[config.mk]
export PLATFORM = sky130hd
export DESIGN_NAME = ex_muldiv_flat
export DESIGN_NICKNAME = d
export VERILOG_FILES = /design/src/rtl/ex_muldiv_if.sv /design/src/rtl/ex_muldiv.sv /design/src/flat_wrapper.sv
export SDC_FILE = /design/constraint.sdc
export NUM_CORES = 2
export LEC_CHECK = 0
export CAP_MARGIN = 20
export CORE_ASPECT_RATIO = 0.75
export CORE_MARGIN = 3
export CORE_UTILIZATION = 55
export DETAILED_ROUTE_END_ITERATION = 7
export PLACE_DENSITY = 0.76
export SLEW_MARGIN = 10
export SYNTH_ARGS = -nofsm -noshare
export SYNTH_HDL_FRONTEND = slang
export SYNTH_SLANG_ARGS = --single-unit
[constraint.sdc]
create_clock -name clk -period 9.77 [get_ports clk]
set_clock_uncertainty 0.05 [all_clocks]
set_input_delay 1.4655 -clock clk [delete_from_list [all_inputs] [get_ports clk]]
set_output_delay 1.4655 -clock clk [all_outputs]
set_load 0.01 [all_outputs]
[src/rtl/ex_muldiv_if.sv]
`default_nettype none
// ============================================================================
//  Module      : ex_muldiv_if
//  Description : Request/response bundle between the EX stage and the
//                iterative multiply/divide unit (HI/LO owner).
//  Revision    : 1.0 - initial release
// ============================================================================
interface ex_muldiv_if;
  logic        start;
  logic [2:0]  op;
  logic [31:0] a;
  logic [31:0] b;
  logic        flush;
  logic        busy;
  logic        done;
  logic [31:0] hi;
  logic [31:0] lo;

  // Pipeline side: issues requests, observes status and HI/LO
  modport master (
    output start, op, a, b, flush,
    input  busy, done, hi, lo
  );

  // Unit side
  modport slave (
    input  start, op, a, b, flush,
    output busy, done, hi, lo
  );
endinterface
`default_nettype wire

[src/rtl/ex_muldiv.sv]
`default_nettype none
// ============================================================================
//  Module      : ex_muldiv
//  Description : Iterative multiply/divide unit for the EX stage. Owns HI/LO,
//                runs MULT/MULTU in MUL_CYCLES cycles and DIV/DIVU with a
//                restoring radix-2 divider (32 iterations + 1 sign fix-up).
//  Revision    : 1.0 - initial release
// ============================================================================
module ex_muldiv #(
  parameter int MUL_CYCLES = 4
) (
  input  logic        clk,
  input  logic        rst,
  ex_muldiv_if.slave  mdu_bus
);

  localparam int CNT_W = ($clog2(MUL_CYCLES) > 6) ? $clog2(MUL_CYCLES) : 6;
  localparam logic [CNT_W-1:0] MUL_LOAD = CNT_W'(MUL_CYCLES - 1);
  localparam logic [CNT_W-1:0] DIV_LAST = CNT_W'(32);

  localparam logic [2:0] OP_MULT  = 3'b000;
  localparam logic [2:0] OP_MULTU = 3'b001;
  localparam logic [2:0] OP_DIV   = 3'b010;
  localparam logic [2:0] OP_DIVU  = 3'b011;
  localparam logic [2:0] OP_MTHI  = 3'b100;
  localparam logic [2:0] OP_MTLO  = 3'b101;

  typedef enum logic [1:0] {
    S_IDLE = 2'd0,
    S_MUL  = 2'd1,
    S_DIV  = 2'd2
  } state_t;

  state_t           state_q, state_d;
  logic [CNT_W-1:0] cnt_q, cnt_d;
  logic [31:0]      a_q, a_d;       // multiplicand
  logic [31:0]      b_q, b_d;       // multiplier, or divisor magnitude
  logic [63:0]      rq_q, rq_d;     // remainder (upper) / quotient (lower)
  logic             sgn_q, sgn_d;   // signed multiply
  logic             qneg_q, qneg_d; // negate quotient at fix-up
  logic             rneg_q, rneg_d; // negate remainder at fix-up
  logic [31:0]      hi_q, hi_d;
  logic [31:0]      lo_q, lo_d;
  logic             done_q, done_d;

  logic        w_accept;
  logic        w_op_signed;
  logic [31:0] w_abs_a;
  logic [31:0] w_abs_b;
  logic [63:0] w_ext_a;
  logic [63:0] w_ext_b;
  logic [63:0] w_prod;
  logic [32:0] w_top;
  logic        w_ge;
  logic [31:0] w_diff;
  logic [63:0] w_step;
  logic [31:0] w_quo;
  logic [31:0] w_rem;

  // Request qualification and operand conditioning
  always_comb begin
    w_accept    = mdu_bus.start && (state_q == S_IDLE) && !mdu_bus.flush &&
                  !(mdu_bus.op[2] && mdu_bus.op[1]);
    w_op_signed = ~mdu_bus.op[0];
    w_abs_a     = (w_op_signed && mdu_bus.a[31]) ? (32'd0 - mdu_bus.a) : mdu_bus.a;
    w_abs_b     = (w_op_signed && mdu_bus.b[31]) ? (32'd0 - mdu_bus.b) : mdu_bus.b;
  end

  // Datapath: full 64-bit product, one restoring divide step, sign fix-up.
  // The shifted partial remainder is 33 bits wide because an unsigned divisor
  // can be >= 2^31, so the remainder may carry out of the upper half.
  always_comb begin
    w_ext_a = sgn_q ? {{32{a_q[31]}}, a_q} : {32'd0, a_q};
    w_ext_b = sgn_q ? {{32{b_q[31]}}, b_q} : {32'd0, b_q};
    w_prod  = w_ext_a * w_ext_b;
    w_top   = rq_q[63:31];
    w_ge    = (w_top >= {1'b0, b_q});
    w_diff  = w_top[31:0] - b_q;
    w_step  = w_ge ? {w_diff, rq_q[30:0], 1'b1} : {rq_q[62:0], 1'b0};
    w_quo   = qneg_q ? (32'd0 - rq_q[31:0])  : rq_q[31:0];
    w_rem   = rneg_q ? (32'd0 - rq_q[63:32]) : rq_q[63:32];
  end

  // Next-state and register-update decisions
  always_comb begin
    state_d = state_q;
    cnt_d   = cnt_q;
    a_d     = a_q;
    b_d     = b_q;
    rq_d    = rq_q;
    sgn_d   = sgn_q;
    qneg_d  = qneg_q;
    rneg_d  = rneg_q;
    hi_d    = hi_q;
    lo_d    = lo_q;
    done_d  = 1'b0;

    case (state_q)
      S_IDLE: begin
        if (w_accept) begin
          case (mdu_bus.op)
            OP_MULT, OP_MULTU: begin
              state_d = S_MUL;
              cnt_d   = MUL_LOAD;
              a_d     = mdu_bus.a;
              b_d     = mdu_bus.b;
              sgn_d   = w_op_signed;
            end
            OP_DIV, OP_DIVU: begin
              state_d = S_DIV;
              cnt_d   = '0;
              b_d     = w_abs_b;
              rq_d    = {32'd0, w_abs_a};
              sgn_d   = w_op_signed;
              qneg_d  = w_op_signed && (mdu_bus.a[31] ^ mdu_bus.b[31]);
              rneg_d  = w_op_signed && mdu_bus.a[31];
            end
            OP_MTHI: hi_d = mdu_bus.a;
            OP_MTLO: lo_d = mdu_bus.a;
            default: ;
          endcase
        end
      end
      S_MUL: begin
        if (mdu_bus.flush) begin
          state_d = S_IDLE;
          cnt_d   = '0;
        end else if (cnt_q == '0) begin
          hi_d    = w_prod[63:32];
          lo_d    = w_prod[31:0];
          done_d  = 1'b1;
          state_d = S_IDLE;
        end else begin
          cnt_d = cnt_q - 1'b1;
        end
      end
      S_DIV: begin
        if (mdu_bus.flush) begin
          state_d = S_IDLE;
          cnt_d   = '0;
        end else if (cnt_q == DIV_LAST) begin
          hi_d    = w_rem;
          lo_d    = w_quo;
          done_d  = 1'b1;
          cnt_d   = '0;
          state_d = S_IDLE;
        end else begin
          rq_d  = w_step;
          cnt_d = cnt_q + 1'b1;
        end
      end
      default: begin
        state_d = S_IDLE;
        cnt_d   = '0;
      end
    endcase
  end

  // State and architectural registers, asynchronously cleared
  always_ff @(posedge clk or posedge rst) begin
    if (rst) begin
      state_q <= S_IDLE;
      cnt_q   <= '0;
      a_q     <= '0;
      b_q     <= '0;
      rq_q    <= '0;
      sgn_q   <= 1'b0;
      qneg_q  <= 1'b0;
      rneg_q  <= 1'b0;
      hi_q    <= '0;
      lo_q    <= '0;
      done_q  <= 1'b0;
    end else begin
      state_q <= state_d;
      cnt_q   <= cnt_d;
      a_q     <= a_d;
      b_q     <= b_d;
      rq_q    <= rq_d;
      sgn_q   <= sgn_d;
      qneg_q  <= qneg_d;
      rneg_q  <= rneg_d;
      hi_q    <= hi_d;
      lo_q    <= lo_d;
      done_q  <= done_d;
    end
  end

  // Outputs come straight from registers
  always_comb begin
    mdu_bus.busy = (state_q != S_IDLE);
    mdu_bus.done = done_q;
    mdu_bus.hi   = hi_q;
    mdu_bus.lo   = lo_q;
  end

endmodule
`default_nettype wire

[src/flat_wrapper.sv]
// flat-port wrapper written by rule: the top's interface ports become plain ports
module ex_muldiv_flat 
#(
  parameter int MUL_CYCLES = 4
)
  (clk, rst, mdu_bus_start, mdu_bus_op, mdu_bus_a, mdu_bus_b, mdu_bus_flush, mdu_bus_busy, mdu_bus_done, mdu_bus_hi, mdu_bus_lo);
  ex_muldiv_if mdu_bus_i ();
  input  logic clk;
  input  logic rst;
  input wire logic [$bits(mdu_bus_i.start)-1:0] mdu_bus_start;
  input wire logic [$bits(mdu_bus_i.op)-1:0] mdu_bus_op;
  input wire logic [$bits(mdu_bus_i.a)-1:0] mdu_bus_a;
  input wire logic [$bits(mdu_bus_i.b)-1:0] mdu_bus_b;
  input wire logic [$bits(mdu_bus_i.flush)-1:0] mdu_bus_flush;
  output wire logic [$bits(mdu_bus_i.busy)-1:0] mdu_bus_busy;
  output wire logic [$bits(mdu_bus_i.done)-1:0] mdu_bus_done;
  output wire logic [$bits(mdu_bus_i.hi)-1:0] mdu_bus_hi;
  output wire logic [$bits(mdu_bus_i.lo)-1:0] mdu_bus_lo;
  assign mdu_bus_i.start = mdu_bus_start;
  assign mdu_bus_i.op = mdu_bus_op;
  assign mdu_bus_i.a = mdu_bus_a;
  assign mdu_bus_i.b = mdu_bus_b;
  assign mdu_bus_i.flush = mdu_bus_flush;
  assign mdu_bus_busy = mdu_bus_i.busy;
  assign mdu_bus_done = mdu_bus_i.done;
  assign mdu_bus_hi = mdu_bus_i.hi;
  assign mdu_bus_lo = mdu_bus_i.lo;
  ex_muldiv #(.MUL_CYCLES(MUL_CYCLES)) u_core (.clk(clk), .rst(rst), .mdu_bus(mdu_bus_i));
endmodule
==> results.txt <==
The tools report the floorplan row count as 105. The most common cell after layout, fill and taps aside is sky130_fd_sc_hd__inv_1. The cell with the most instances on the worst path is sky130_fd_sc_hd__fa_1. The run gives 110000 um2 as the core footprint.

The run gives 0 as the residual antenna-violating net count after detailed routing. Average size of a mapped cell: 9.18 um2. Dividing the detail-routed via count by the number of cells gives 5.76. The logs give 0.258 for the worst max-slew margin expressed relative to the limit and 0.28 ns for the minimum setup slack among reg-to-reg paths. The run gives 0 as the count of pins over their slew limit. The slowest library cell on the worst path was sky130_fd_sc_hd__dfrtp_1. The run gives 0.0832 as the sequential share of the synthesized area. For the worst-skew pair, the clock arrives at the later sink with an insertion delay of 0.57 ns. For this run, the number of Yosys warnings is 0. The first global-routing pass estimated 299 mm of wire. Data on the critical path arrives at its endpoint at 9.85 ns. Clock slew seen by the registers of the worst setup and hold paths: 0.06 ns.

Counting every sink on the clock net gives 204. The number of gates resized after CTS was 0. After clock tree synthesis, the flow added hold-fix buffers numbering 0. For the finished layout, the period the worst path requires is 9.49 ns. The tools report the aggregate global-route resource usage as 0.340.

The critical path contains buffers and inverters numbering 7 combined. For the initial core utilization, the log shows 0.558. TritonCTS built the clock tree. The capturing element of the worst setup path was u_core.mdu_bus.hi[4]$_DFFE_PP0P_.

The endpoint identified for the worst register-to-register timing path is u_core.mdu_bus.hi[4]$_DFFE_PP0P_. The initial detailed-routing violation count is 4542. The async set-reset flop share out of synthesis is 1.00.

The tools report the sum of negative setup slack as 0 ns. The total routed wirelength was 190 mm; the routability congestion estimate from global placement was 1.04. Static timing analysis puts the maximum clock frequency at 0.105 GHz. In the layout the commonest cells are 1594 x sky130_fd_sc_hd__inv_1, 1420 x sky130_fd_sc_hd__fa_1, 722 x sky130_fd_sc_hd__nand2_1, 575 x sky130_fd_sc_hd__and2_1, 347 x sky130_fd_sc_hd__ha_1.

The fraction of final layout cells sized beyond drive strength 1 works out to 0.0471. The routed layout has 47000 vias. Synthesis produced 6686 cells. The run finished with clean final reports.

Measured along the y axis, the die boundary spans 295 um. For the count of final hold-check violations, the log shows 0. The area of the die was 116000 um2; the number of distinct standard cells referenced by the synthesized netlist was 76. Sorting the synthesized cells by area gives the leading types as sky130_fd_sc_hd__fa_1 46%, sky130_fd_sc_hd__inv_1 9.8%, sky130_fd_sc_hd__dfrtp_1 8.3%.

Highest fanout seen on the critical path: 15. The largest total area in the synthesized netlist belongs to sky130_fd_sc_hd__fa_1. The met3 routing resource usage after global routing was 0.0751; the final-layout fill cell count was 9433. After global routing the overflow that remains totals 0. The sort of element at the end of the critical path is a flip-flop.

The number of synthesized flops with an enable pin is 0, and the net count of the mapped netlist is 8527. The cell type group with the largest total delay on the critical path is adder cells. The clock passes through at most 3 buffers.

The mapped netlist covers 61400 um2. In the routed design, unresolved DRC markers number 0. The synthesized design contains 204 register bits. The H-tree level count is 1.

For the maximum number of pins on one net before global-route repair, the log shows 107. Counting cells, the worst reg-to-reg path comes to 28. Launch point of the worst path: u_core.a_q[12]$_DFFE_PP0P_. STA puts the critical path data required time at 10.13 ns.

The tool flagged a number of max-cap violations equal to 0. The share of the clock period used by the worst path was 0.971. The path category of the worst min-delay check was reg2reg.

The tools report the cell at the root of the clock tree as sky130_fd_sc_hd__clkbuf_16. The predominant post-synthesis flop cell was sky130_fd_sc_hd__dfrtp_1. Setup violations remaining at the end of the flow were counted as 0. The first detailed-routing pass took 6 iterations. The layout-stage area growth over the synthesis result works out to 7.44%. Port buffering added 136 buffers.

The final layout contains 8535 nets. The HPWL after detailed placement is 160 mm. Post-CTS timing repair inserted 0 buffers for setup.

For this run, the slowest stage of the critical path takes 0.67 ns. After detailed routing, the average wire length per cell comes to 23.3 um. The critical path crosses 28 cells after its start point. The fraction of met2 tracks used by global routing is 0.524, and the number of buffers inserted during clock tree synthesis is 27.

The number of global-route vias before repair is 50200. The met1 demand-to-capacity share in global routing came out at 0.486. The busiest layer in global routing is met2.

The worst setup path is of the reg2reg kind. Setup repair after global routing left no endpoint under its margin. Number of antenna violations at the first check in global routing: 7. At the pin with the least slew margin, the transition time is 1.11 ns. 137 I/O pins were placed. From left edge to right edge, the die measures 392 um.

The startpoint identified for the worst register-to-register timing path is u_core.a_q[12]$_DFFE_PP0P_. The proportion of netlist area held by the largest area contributor works out to 0.463. STA classifies the critical path startpoint as a flip-flop.
-- layer usage --
metal	vias to the layer above	wire length, um
li1	20100	-
met1	24000	77800
met2	2497	84700
met3	398	20600
met4	6	6890
met5	-	44
-- metrics by stage --
step           worst slack (ns)   util  instance area [um2]  cells  hold slack [ns]
4_1_cts                   0.159  0.599                65900   8157            0.429
3_3_place_gp              0.372  0.590                64900   8108            0.411
6_report                  0.280  0.599                66000   8160            0.428
5_1_grt                 0.00254  0.599                65900   8157            0.441
2_1_floorplan             0.793      -                61400   6686            0.448
3_5_place_dp              0.230  0.590                65000   8109            0.416
-- flip-flops by register name, summed over array words and instances, names as in the netlist, 2 cells and up --
signal             cells
u_core.rq_q           64
u_core.a_q            32
u_core.b_q            32
u_core.mdu_bus.hi     32
u_core.mdu_bus.lo     32
u_core.cnt_q           6
u_core.state_q         2
-- Yosys cell counts, types with 21 or more instances --
cell type / instances
sky130_fd_sc_hd__a211oi_1: 24
sky130_fd_sc_hd__a21o_1: 51
sky130_fd_sc_hd__a21oi_1: 198
sky130_fd_sc_hd__a221oi_1: 37
sky130_fd_sc_hd__and2_1: 576
sky130_fd_sc_hd__and3_1: 38
sky130_fd_sc_hd__clkbuf_1: 319
sky130_fd_sc_hd__dfrtp_1: 204
sky130_fd_sc_hd__fa_1: 1420
sky130_fd_sc_hd__ha_1: 350
sky130_fd_sc_hd__inv_1: 1595
sky130_fd_sc_hd__mux2_2: 36
sky130_fd_sc_hd__mux2i_1: 32
sky130_fd_sc_hd__nand2_1: 724
sky130_fd_sc_hd__nand2b_1: 21
sky130_fd_sc_hd__nand3_1: 27
sky130_fd_sc_hd__nand4_1: 24
sky130_fd_sc_hd__nor2_1: 181
sky130_fd_sc_hd__nor3_1: 27
sky130_fd_sc_hd__o21ai_0: 171
sky130_fd_sc_hd__o21bai_1: 21
sky130_fd_sc_hd__o31ai_1: 79
sky130_fd_sc_hd__xnor2_1: 185
sky130_fd_sc_hd__xor2_1: 73
-- how the worst min path moves through the flow --
stage / from / to / depth (start not counted)
6_report: u_core.mdu_bus.lo[25]$_DFFE_PP0P_ / u_core.mdu_bus.lo[25]$_DFFE_PP0P_ / 2
5_1_grt: u_core.mdu_bus.lo[25]$_DFFE_PP0P_ / u_core.mdu_bus.lo[25]$_DFFE_PP0P_ / 2
4_1_cts: u_core.mdu_bus.lo[31]$_DFFE_PP0P_ / u_core.mdu_bus.lo[31]$_DFFE_PP0P_ / 1
3_5_place_dp: u_core.mdu_bus.lo[31]$_DFFE_PP0P_ / u_core.mdu_bus.lo[31]$_DFFE_PP0P_ / 1
3_3_place_gp: u_core.mdu_bus.lo[15]$_DFFE_PP0P_ / u_core.mdu_bus.lo[15]$_DFFE_PP0P_ / 2
2_1_floorplan: u_core.state_q[1]$_DFFE_PP0P_ / u_core.state_q[1]$_DFFE_PP0P_ / 2
-- cell type report --
cell class	count	area (um2)	share of cell area
multi-input combinational	4545	49100	0.744
inverter	1598	6010	0.0911
clock inverter	8	123	0.00186
clock buffer	40	815	0.0123
timing repair buffer	318	2990	0.0453
antenna	3	7.51	0.000114
tap	1444	1810	0.0274
sequential	204	5130	0.0778
-- worst min-delay path, cell delays in order (launching register included) --
cell,delay [ns]
sky130_fd_sc_hd__dfrtp_1,0.34
sky130_fd_sc_hd__nand2_1,0.05
sky130_fd_sc_hd__o31ai_1,0.05
-- cell families after synthesis --
group	count (synthesis)	synth area share
fa+ha+maj	1774	0.535
buf+inv	1937	0.118
simple gates	1720	0.139
xor+xnor	258	0.0368
compound gates	725	0.0762
flops	204	0.0832
mux	68	0.0118
Power is not shown: default switching activity piles up to over one toggle a cycle in this logic, so the estimate is an artifact.
